===== config.mk =====
export PLATFORM = sky130hd
export DESIGN_NAME = img_frame_sender
export DESIGN_NICKNAME = d
export VERILOG_FILES = /design/src/rtl/img_frame_sender.sv
export SDC_FILE = /design/constraint.sdc
export NUM_CORES = 1
export LEC_CHECK = 0
export CORE_MARGIN = 4
export CORE_UTILIZATION = 30
export CTS_CLUSTER_DIAMETER = 80
export DETAILED_ROUTE_END_ITERATION = 10
export GPL_ROUTABILITY_DRIVEN = 1
export MAX_ROUTING_LAYER = met4
export PLACE_DENSITY = 0.43
export SYNTH_ARGS = -nofsm -noshare
export SYNTH_HDL_FRONTEND = slang
export SYNTH_SLANG_ARGS = --single-unit

===== constraint.sdc =====
create_clock -name clk -period 4.1 [get_ports clk]
set_clock_uncertainty 0.1 [all_clocks]
set_input_delay 0.615 -clock clk [delete_from_list [all_inputs] [get_ports clk]]
set_output_delay 0.615 -clock clk [all_outputs]
set_load 0.1 [all_outputs]

===== src/rtl/img_frame_sender.sv =====
`default_nettype none
// ============================================================================
// Module   : img_frame_sender
// Purpose  : Reads a WIDTH x HEIGHT image from a synchronous-read BRAM and
//            streams it over a UART line as one framed packet. The packet is
//            an optional 0xA5 0x5A sync header, the pixel bytes (MSB first),
//            and an optional trailing XOR checksum. Supports multi-byte
//            pixels, a configurable BRAM read latency and 2:1 decimation.
//            A small UART transmitter is built into the module.
// Ports    :
//   clk          in   system clock
//   rst_in       in   asynchronous active-low reset
//   start_in     in   one-cycle start pulse, sampled only in IDLE
//   decim_in     in   latched at start; 1 = even rows/columns only
//   abort_in     in   level; end the frame after the byte in flight
//   data_in      in   BRAM read data (PIXEL_BITS)
//   addr_out     out  BRAM read address, row-major
//   tx_out       out  UART serial line
//   busy_out     out  high while a frame is in progress
//   done_out     out  one-cycle pulse when a complete frame finishes
//   byte_out     out  byte currently presented to the UART transmitter
//   byte_stb_out out  one-cycle pulse that starts a UART byte
//   state_out    out  current FSM state (debug)
// Revision : 1.0 - initial release
// ============================================================================
module img_frame_sender #(
  parameter int WIDTH           = 64,
  parameter int HEIGHT          = 64,
  parameter int PIXEL_BITS      = 8,
  parameter int BRAM_LATENCY    = 2,
  parameter int CLOCKS_PER_BAUD = 50,
  parameter int SYNC_EN         = 1,
  parameter int ADDR_W          = $clog2(WIDTH*HEIGHT)
) (
  input  logic                  clk,
  input  logic                  rst_in,
  input  logic                  start_in,
  input  logic                  decim_in,
  input  logic                  abort_in,
  input  logic [PIXEL_BITS-1:0] data_in,
  output logic [ADDR_W-1:0]     addr_out,
  output logic                  tx_out,
  output logic                  busy_out,
  output logic                  done_out,
  output logic [7:0]            byte_out,
  output logic                  byte_stb_out,
  output logic [2:0]            state_out
);

  localparam int c_BYTES = PIXEL_BITS / 8;
  localparam int c_CW    = $clog2(WIDTH + 1);
  localparam int c_RW    = $clog2(HEIGHT + 1);

  typedef enum logic [2:0] {
    S_IDLE  = 3'd0,
    S_HDR   = 3'd1,
    S_FETCH = 3'd2,
    S_SEND  = 3'd3,
    S_CHK   = 3'd4,
    S_FIN   = 3'd5
  } state_t;

  // --------------------------------------------------------------------------
  // Frame FSM registers
  // --------------------------------------------------------------------------
  state_t                r_state, w_state_nx;
  logic [1:0]            r_phase, w_phase_nx;   // byte handshake sub-phase
  logic [1:0]            r_idx,   w_idx_nx;     // header / pixel byte index
  logic [2:0]            r_lat,   w_lat_nx;     // BRAM latency counter
  logic [c_RW-1:0]       r_row,   w_row_nx;
  logic [c_CW-1:0]       r_col,   w_col_nx;
  logic                  r_decim, w_decim_nx;
  logic                  r_abort, w_abort_nx;   // sticky abort request
  logic [7:0]            r_chk,   w_chk_nx;
  logic [PIXEL_BITS-1:0] r_pix,   w_pix_nx;
  logic [ADDR_W-1:0]     r_addr,  w_addr_nx;
  logic [7:0]            r_byte,  w_byte_nx;
  logic                  r_stb,   w_stb_nx;

  logic                  w_abort_any;
  logic                  w_hs_issue;
  logic                  w_hs_done;
  logic [7:0]            w_tx_byte;
  logic [7:0]            w_pix_byte;
  logic [c_CW-1:0]       w_col_step;
  logic [c_RW-1:0]       w_row_step;

  // --------------------------------------------------------------------------
  // Built-in UART transmitter (8N1). It has no reset: its all-zero state is
  // idle with the line high, and a stray in-flight byte simply runs out.
  // --------------------------------------------------------------------------
  logic        r_utx_busy;
  logic [9:0]  r_utx_shift;
  logic [15:0] r_utx_baud;
  logic [3:0]  r_utx_bit;
  logic        w_uart_done;

  always_ff @(posedge clk) begin
    if (!r_utx_busy) begin
      if (r_stb) begin
        r_utx_busy  <= 1'b1;
        r_utx_shift <= {1'b1, r_byte, 1'b0};
        r_utx_baud  <= '0;
        r_utx_bit   <= '0;
      end
    end else if (r_utx_baud >= 16'(CLOCKS_PER_BAUD - 1)) begin
      r_utx_baud  <= '0;
      r_utx_shift <= {1'b1, r_utx_shift[9:1]};
      r_utx_bit   <= r_utx_bit + 4'd1;
      // ">=" lets an arbitrary power-up count still terminate
      if (r_utx_bit >= 4'd9) begin
        r_utx_busy <= 1'b0;
      end
    end else begin
      r_utx_baud <= r_utx_baud + 16'd1;
    end
  end

  assign w_uart_done = ~r_utx_busy;
  assign tx_out      = r_utx_busy ? r_utx_shift[0] : 1'b1;

  // --------------------------------------------------------------------------
  // Datapath helpers
  // --------------------------------------------------------------------------
  assign w_abort_any = r_abort | abort_in;
  assign w_pix_byte  = 8'(r_pix >> ((c_BYTES - 1 - int'(r_idx)) * 8));
  assign w_col_step  = r_col + (r_decim ? c_CW'(2) : c_CW'(1));
  assign w_row_step  = r_row + (r_decim ? c_RW'(2) : c_RW'(1));

  always_comb begin
    w_tx_byte = 8'h00;
    case (r_state)
      S_HDR:   w_tx_byte = (r_idx == 2'd0) ? 8'hA5 : 8'h5A;
      S_SEND:  w_tx_byte = w_pix_byte;
      S_CHK:   w_tx_byte = r_chk;
      default: w_tx_byte = 8'h00;
    endcase
  end

  // --------------------------------------------------------------------------
  // State register
  // --------------------------------------------------------------------------
  always_ff @(posedge clk or negedge rst_in) begin
    if (!rst_in) begin
      r_state <= S_IDLE;
      r_phase <= '0;
      r_idx   <= '0;
      r_lat   <= '0;
      r_row   <= '0;
      r_col   <= '0;
      r_decim <= 1'b0;
      r_abort <= 1'b0;
      r_chk   <= '0;
      r_pix   <= '0;
      r_addr  <= '0;
      r_byte  <= '0;
      r_stb   <= 1'b0;
    end else begin
      r_state <= w_state_nx;
      r_phase <= w_phase_nx;
      r_idx   <= w_idx_nx;
      r_lat   <= w_lat_nx;
      r_row   <= w_row_nx;
      r_col   <= w_col_nx;
      r_decim <= w_decim_nx;
      r_abort <= w_abort_nx;
      r_chk   <= w_chk_nx;
      r_pix   <= w_pix_nx;
      r_addr  <= w_addr_nx;
      r_byte  <= w_byte_nx;
      r_stb   <= w_stb_nx;
    end
  end

  // --------------------------------------------------------------------------
  // Next-state logic
  // --------------------------------------------------------------------------
  always_comb begin
    w_state_nx = r_state;
    w_phase_nx = r_phase;
    w_idx_nx   = r_idx;
    w_lat_nx   = r_lat;
    w_row_nx   = r_row;
    w_col_nx   = r_col;
    w_decim_nx = r_decim;
    w_abort_nx = (r_state == S_IDLE) ? 1'b0 : w_abort_any;
    w_chk_nx   = r_chk;
    w_pix_nx   = r_pix;
    w_addr_nx  = r_addr;
    w_byte_nx  = r_byte;
    w_stb_nx   = 1'b0;
    w_hs_issue = 1'b0;
    w_hs_done  = 1'b0;

    // Byte handshake: issue on done high, see it drop, then rise again.
    // An abort is only honoured before a strobe or after the final rise.
    if (r_state == S_HDR || r_state == S_SEND || r_state == S_CHK) begin
      case (r_phase)
        2'd0: begin
          if (w_abort_any) begin
            w_state_nx = S_IDLE;
            w_addr_nx  = '0;
            w_idx_nx   = '0;
          end else if (w_uart_done) begin
            w_hs_issue = 1'b1;
            w_byte_nx  = w_tx_byte;
            w_stb_nx   = 1'b1;
            w_phase_nx = 2'd1;
          end
        end
        2'd1: begin
          if (!w_uart_done) w_phase_nx = 2'd2;
        end
        default: begin
          if (w_uart_done) begin
            w_hs_done  = 1'b1;
            w_phase_nx = 2'd0;
          end
        end
      endcase
    end

    case (r_state)
      S_IDLE: begin
        if (start_in) begin
          w_decim_nx = decim_in;
          w_abort_nx = abort_in;
          w_row_nx   = '0;
          w_col_nx   = '0;
          w_addr_nx  = '0;
          w_chk_nx   = '0;
          w_idx_nx   = '0;
          w_phase_nx = '0;
          w_lat_nx   = '0;
          w_state_nx = (SYNC_EN != 0) ? S_HDR : S_FETCH;
        end
      end

      S_HDR: begin
        if (w_hs_done) begin
          if (w_abort_any) begin
            w_state_nx = S_IDLE;
            w_addr_nx  = '0;
            w_idx_nx   = '0;
          end else if (r_idx == 2'd1) begin
            w_idx_nx   = '0;
            w_state_nx = S_FETCH;
          end else begin
            w_idx_nx = r_idx + 2'd1;
          end
        end
      end

      S_FETCH: begin
        // Address has been stable since entry; data is valid once the
        // counter has covered the full read latency.
        if (r_lat == 3'(BRAM_LATENCY)) begin
          w_lat_nx = '0;
          w_pix_nx = data_in;
          if (w_abort_any) begin
            w_state_nx = S_IDLE;
            w_addr_nx  = '0;
          end else begin
            w_state_nx = S_SEND;
          end
        end else begin
          w_lat_nx = r_lat + 3'd1;
        end
      end

      S_SEND: begin
        if (w_hs_issue) w_chk_nx = r_chk ^ w_tx_byte;
        if (w_hs_done) begin
          if (w_abort_any) begin
            w_state_nx = S_IDLE;
            w_addr_nx  = '0;
            w_idx_nx   = '0;
          end else if (r_idx != 2'(c_BYTES - 1)) begin
            w_idx_nx = r_idx + 2'd1;
          end else begin
            w_idx_nx = '0;
            // WIDTH/HEIGHT are even, so the step lands exactly on the limit
            if (w_col_step == c_CW'(WIDTH)) begin
              w_col_nx = '0;
              if (w_row_step == c_RW'(HEIGHT)) begin
                w_state_nx = (SYNC_EN != 0) ? S_CHK : S_FIN;
              end else begin
                w_row_nx   = w_row_step;
                w_addr_nx  = ADDR_W'(w_row_step) * ADDR_W'(WIDTH);
                w_state_nx = S_FETCH;
              end
            end else begin
              w_col_nx   = w_col_step;
              w_addr_nx  = ADDR_W'(r_row) * ADDR_W'(WIDTH) + ADDR_W'(w_col_step);
              w_state_nx = S_FETCH;
            end
          end
        end
      end

      S_CHK: begin
        if (w_hs_done) begin
          w_state_nx = w_abort_any ? S_IDLE : S_FIN;
          if (w_abort_any) w_addr_nx = '0;
        end
      end

      S_FIN: begin
        w_state_nx = S_IDLE;
        w_addr_nx  = '0;
        w_phase_nx = '0;
        w_idx_nx   = '0;
      end

      default: begin
        w_state_nx = S_IDLE;
        w_addr_nx  = '0;
      end
    endcase
  end

  // --------------------------------------------------------------------------
  // Outputs
  // --------------------------------------------------------------------------
  assign addr_out     = r_addr;
  assign busy_out     = (r_state != S_IDLE);
  assign done_out     = (r_state == S_FIN);
  assign byte_out     = r_byte;
  assign byte_stb_out = r_stb;
  assign state_out    = r_state;

endmodule
`default_nettype wire


==> tab_implementation.tex <==
\begin{tabular}{lr}
\hline
Metric & Value \\
\hline
\multicolumn{2}{l}{\textbf{STA}} \\
\quad Least-Margin Pin Slew & 992.5 ps \\
\quad Unrepaired setup endpoints after global routing & no \\
\quad Final max-slew violation count & 0 \\
\quad Final critical-path setup slack & 565.1 ps \\
\quad Setup TNS & 0 ps \\
\quad Maximum clock rate & 0.2829 GHz \\
\quad Final-report hold violation count & 0 \\
\quad Final critical-path share of the clock period & 0.8622 \\
\quad Final Critical Period & 3535 ps \\
\quad Slew HR & 0.3362 \\
\quad Final Setup Violations & 0 \\
\multicolumn{2}{l}{\textbf{CTS}} \\
\quad Post-CTS Hold Buffers & 0 \\
\quad Clock tree from TritonCTS & built \\
\quad Longest Clk Path Bufs & 2 \\
\quad Number of clock sinks & 93 \\
\quad H-tree depth & 3 \\
\quad \# Post-CTS Setup Buffers & 0 \\
\quad Clock root buffer master & clkbuf\_16 \\
\quad Clock-pin slew reported for the worst setup and hold paths after clock tree synthesis & 70 ps \\
\quad CTS resizes & 0 \\
\quad Clock latency of the later-clocked register in the worst-skew pair & 350 ps \\
\quad CTS Buf Count & 9 \\
\multicolumn{2}{l}{\textbf{Global routing}} \\
\quad GRT met1 Usage & 0.1928 \\
\quad GR Util met2 & 0.2341 \\
\quad Via count of the first global-routing pass & 4,267 \\
\quad Final global-route overflow total & 0 \\
\quad Wire length of the first global-routing pass & 23.04 mm \\
\quad Busiest grt layer & met2 \\
\quad Initial antenna violation count & 0 \\
\quad Total global-route track usage & 0.1482 \\
\quad Met3 track demand over resource & 0.03539 \\
\quad Largest net degree at the start of global routing & 34 \\
\multicolumn{2}{l}{\textbf{Worst setup path}} \\
\quad Worst Setup Start Kind & flip-flop \\
\quad Largest fanout on the critical path & 8 \\
\quad Critical path class & flip-flop to flip-flop \\
\quad Required arrival time at the worst endpoint & 4220 ps \\
\quad Crit end category & flip-flop \\
\quad Critical path data arrival time & 3650 ps \\
\multicolumn{2}{l}{\textbf{Yosys}} \\
\quad Portion of synthesized cell area occupied by the leading cell type & 0.2945 \\
\quad Sequential element share of the synthesized area & 0.4610 \\
\quad Average footprint of a synthesized cell & 9.732 sq um \\
\quad FF+latch count, synth & 93 \\
\quad Synth cell types & 82 \\
\quad Yosys warnings & 0 \\
\quad Most numerous cell types in the synthesized netlist & 63 x dfrtp\_1, 55 x nand2\_1, 47 x nor2\_1 \\
\quad Netlist Area Pre-Place & 5353 sq um \\
\quad Asr flop ratio synth & 0.6774 \\
\quad Leading cell type by number of instances after synthesis & dfrtp\_1 \\
\quad Post-synth EDFFs & 29 \\
\quad Most used DFF post-synth & dfrtp\_1 \\
\quad Area contributors post-synth & dfrtp\_1 29\%, edfxtp\_1 16\%, nand2\_1 3.9\%, ha\_1 3.5\%, a21oi\_1 3.4\% \\
\quad Count of mapped cells out of synthesis & 550 \\
\quad Yosys top cell by area & dfrtp\_1 \\
\multicolumn{2}{l}{\textbf{Routing}} \\
\quad DRC marker count from the first detailed-route iteration & 203 \\
\quad Number of DRC violations after detailed routing & 0 \\
\quad Vias & 4,219 \\
\quad Avg Vias per Cell & 5.139 \\
\quad Remaining antenna violation count & 0 \\
\quad Total wirelength of the detailed-routed design & 14.09 mm \\
\quad DR pass1 iterations & 4 \\
\quad Average wire per standard cell & 17.16 um \\
\multicolumn{2}{l}{\textbf{Floorplan}} \\
\quad Effective utilization at floorplan & 0.3073 \\
\quad Die outline width & 141.6 um \\
\quad Core area & 17,420 sq um \\
\quad Boundary pin count & 40 \\
\quad Floorplan die area & 20,040 sq um \\
\quad Site row count & 48 \\
\quad Die Y & 141.6 um \\
\multicolumn{2}{l}{\textbf{Status}} \\
\quad Run status & finished, final reports clean \\
\multicolumn{2}{l}{\textbf{Flow run}} \\
\quad Max-capacitance violation count & 0 \\
\multicolumn{2}{l}{\textbf{Final layout}} \\
\quad Synth-to-layout area growth & 17.53\% \\
\quad Final net count & 621 \\
\quad Final cell area excluding filler cells & 6291 sq um \\
\quad Share of cells above drive strength 1 & 0.1191 \\
\quad \# diodes & 0 \\
\multicolumn{2}{l}{\textbf{Placement}} \\
\quad Pre-CTS setup slack & 527.9 ps \\
\quad Placed cell area & 6001 sq um \\
\quad Post-detail-place hpwl & 10.02 mm \\
\quad Count of input and output buffers & 39 \\
\quad RD Place Congestion & 0.8850 \\
\multicolumn{2}{l}{\textbf{Min path}} \\
\quad Path class of the lowest-slack min-delay path & primary input to async pin \\
\multicolumn{2}{l}{\textbf{Power and ir drop}} \\
\quad Total power divided by cell area & 582.8 nW/um\^{}2 \\
\quad Peak supply drop & 0.3801 mV \\
\quad Total power & 3.666 mW \\
\quad Static Leak & 2.497 nW \\
\hline
\end{tabular}
## layer usage
layer | wire length (um) | up-vias | share of wire
met1 | 6697 | 2088 | 0.48
met5 | 0 | - | 0
li1 | - | 2066 | -
met2 | 6886 | 57 | 0.49
met4 | 157 | 0 | 0.011
met3 | 349 | 8 | 0.025
## sequential cells by signal, indices dropped and copies added, names as in the netlist, 4 cells and up
signal and cells:
addr_out 12, r_utx_bit 4, r_chk 8, r_col 7, r_row 7, r_pix 8, r_utx_baud 16, byte_out 8
r_utx_shift 9
## critical path, cell delays in order (launching register included)
cell,delay (ps)
dfrtp_1,420
inv_1,160
ha_1,230
fa_1,320
nand3_2,160
or2_1,300
xor2_2,340
clkinv_1,310
ha_1,300
ha_1,210
nand3_1,100
xnor2_1,120
a211oi_1,60
a211oi_1,180
o211ai_1,100
## report_power, final
part | internal [mW] | leakage, nW | switching (mW)
registers | 1.22 | 1.14 | 0.171
clock network | 0.426 | 0.144 | 0.399
logic | 0.430 | 1.21 | 1.03
total | 2.07 | 2.50 | 1.59
## path summary, 6_finish.rpt
path | start | end | slack (ps) | depth (start not counted)
max | r_decim | addr_out[10] | 570 | 14
min | rst_in | r_col[3] | 240 | 1
max reg2reg | r_decim | addr_out[10] | 570 | 14
min reg2reg | r_col[0] | r_col[0] | 410 | 1
max in group asynchronous | rst_in | r_idx[1] | 2720 | 2
min in group clk | r_col[0] | r_col[0] | 410 | 1
## cells in the final DEF, fill, tap and decap left out, drive strengths merged, types with 4 or more instances in the layout
cell type and count:
a211oi 4, a21oi 38, and2 5, and3 7, buf 17, clkbuf 9
clkdlybuf4s50 34, clkinv 4, conb 10, dfrtp 63, edfxtp 29, ha 15
inv 30, mux2 16, mux2i 4, nand2 56, nand2b 7, nand3 19
nand3b 10, nand4 4, nor2 47, nor3 8, nor3b 4, nor4 13
o2111ai 5, o211ai 7, o21ai 37, o22ai 4, o31ai 4, or2 5
or3 4, xnor2 13, xor2 10
## cell families after synthesis
| logic type | after synthesis | share of synthesized area |
|---|---|---|
| DFF | 93 | 0.4610 |
| buffers and inverters | 57 | 0.04371 |
| AOI/OAI and AO/OA | 140 | 0.1788 |
| adders and majority gates | 17 | 0.04254 |
| other | 1 | 0.0007006 |
| muxes | 20 | 0.04114 |
| xor gates and xnor gates | 23 | 0.03904 |
| and+or+nand+nor | 199 | 0.1931 |
## metrics by stage
| stage | utilization | instances | hold slack, ps |
|---|---|---|---|
| after global routing | 0.3612 | 821 | 294.0 |
| after CTS | 0.3612 | 821 | 267.3 |
| after detailed placement | 0.3445 | 805 | 394.9 |
| after global placement | 0.3445 | 805 | 397.9 |
| final | 0.3612 | 821 | 243.9 |
| after floorplan | - | 559 | 219.4 |
## cell type report
class | count | area, sq um
inverters | 27 | 101.3
well taps | 225 | 281.5
repair buffers | 51 | 465.4
multi-input cells | 409 | 2685
flip-flops and latches | 93 | 2467
clock inverters | 7 | 65.06
fillers | 1764 | 11130
clock buffers | 9 | 225.2
Note: power is estimated with default switching activity, not from simulation.
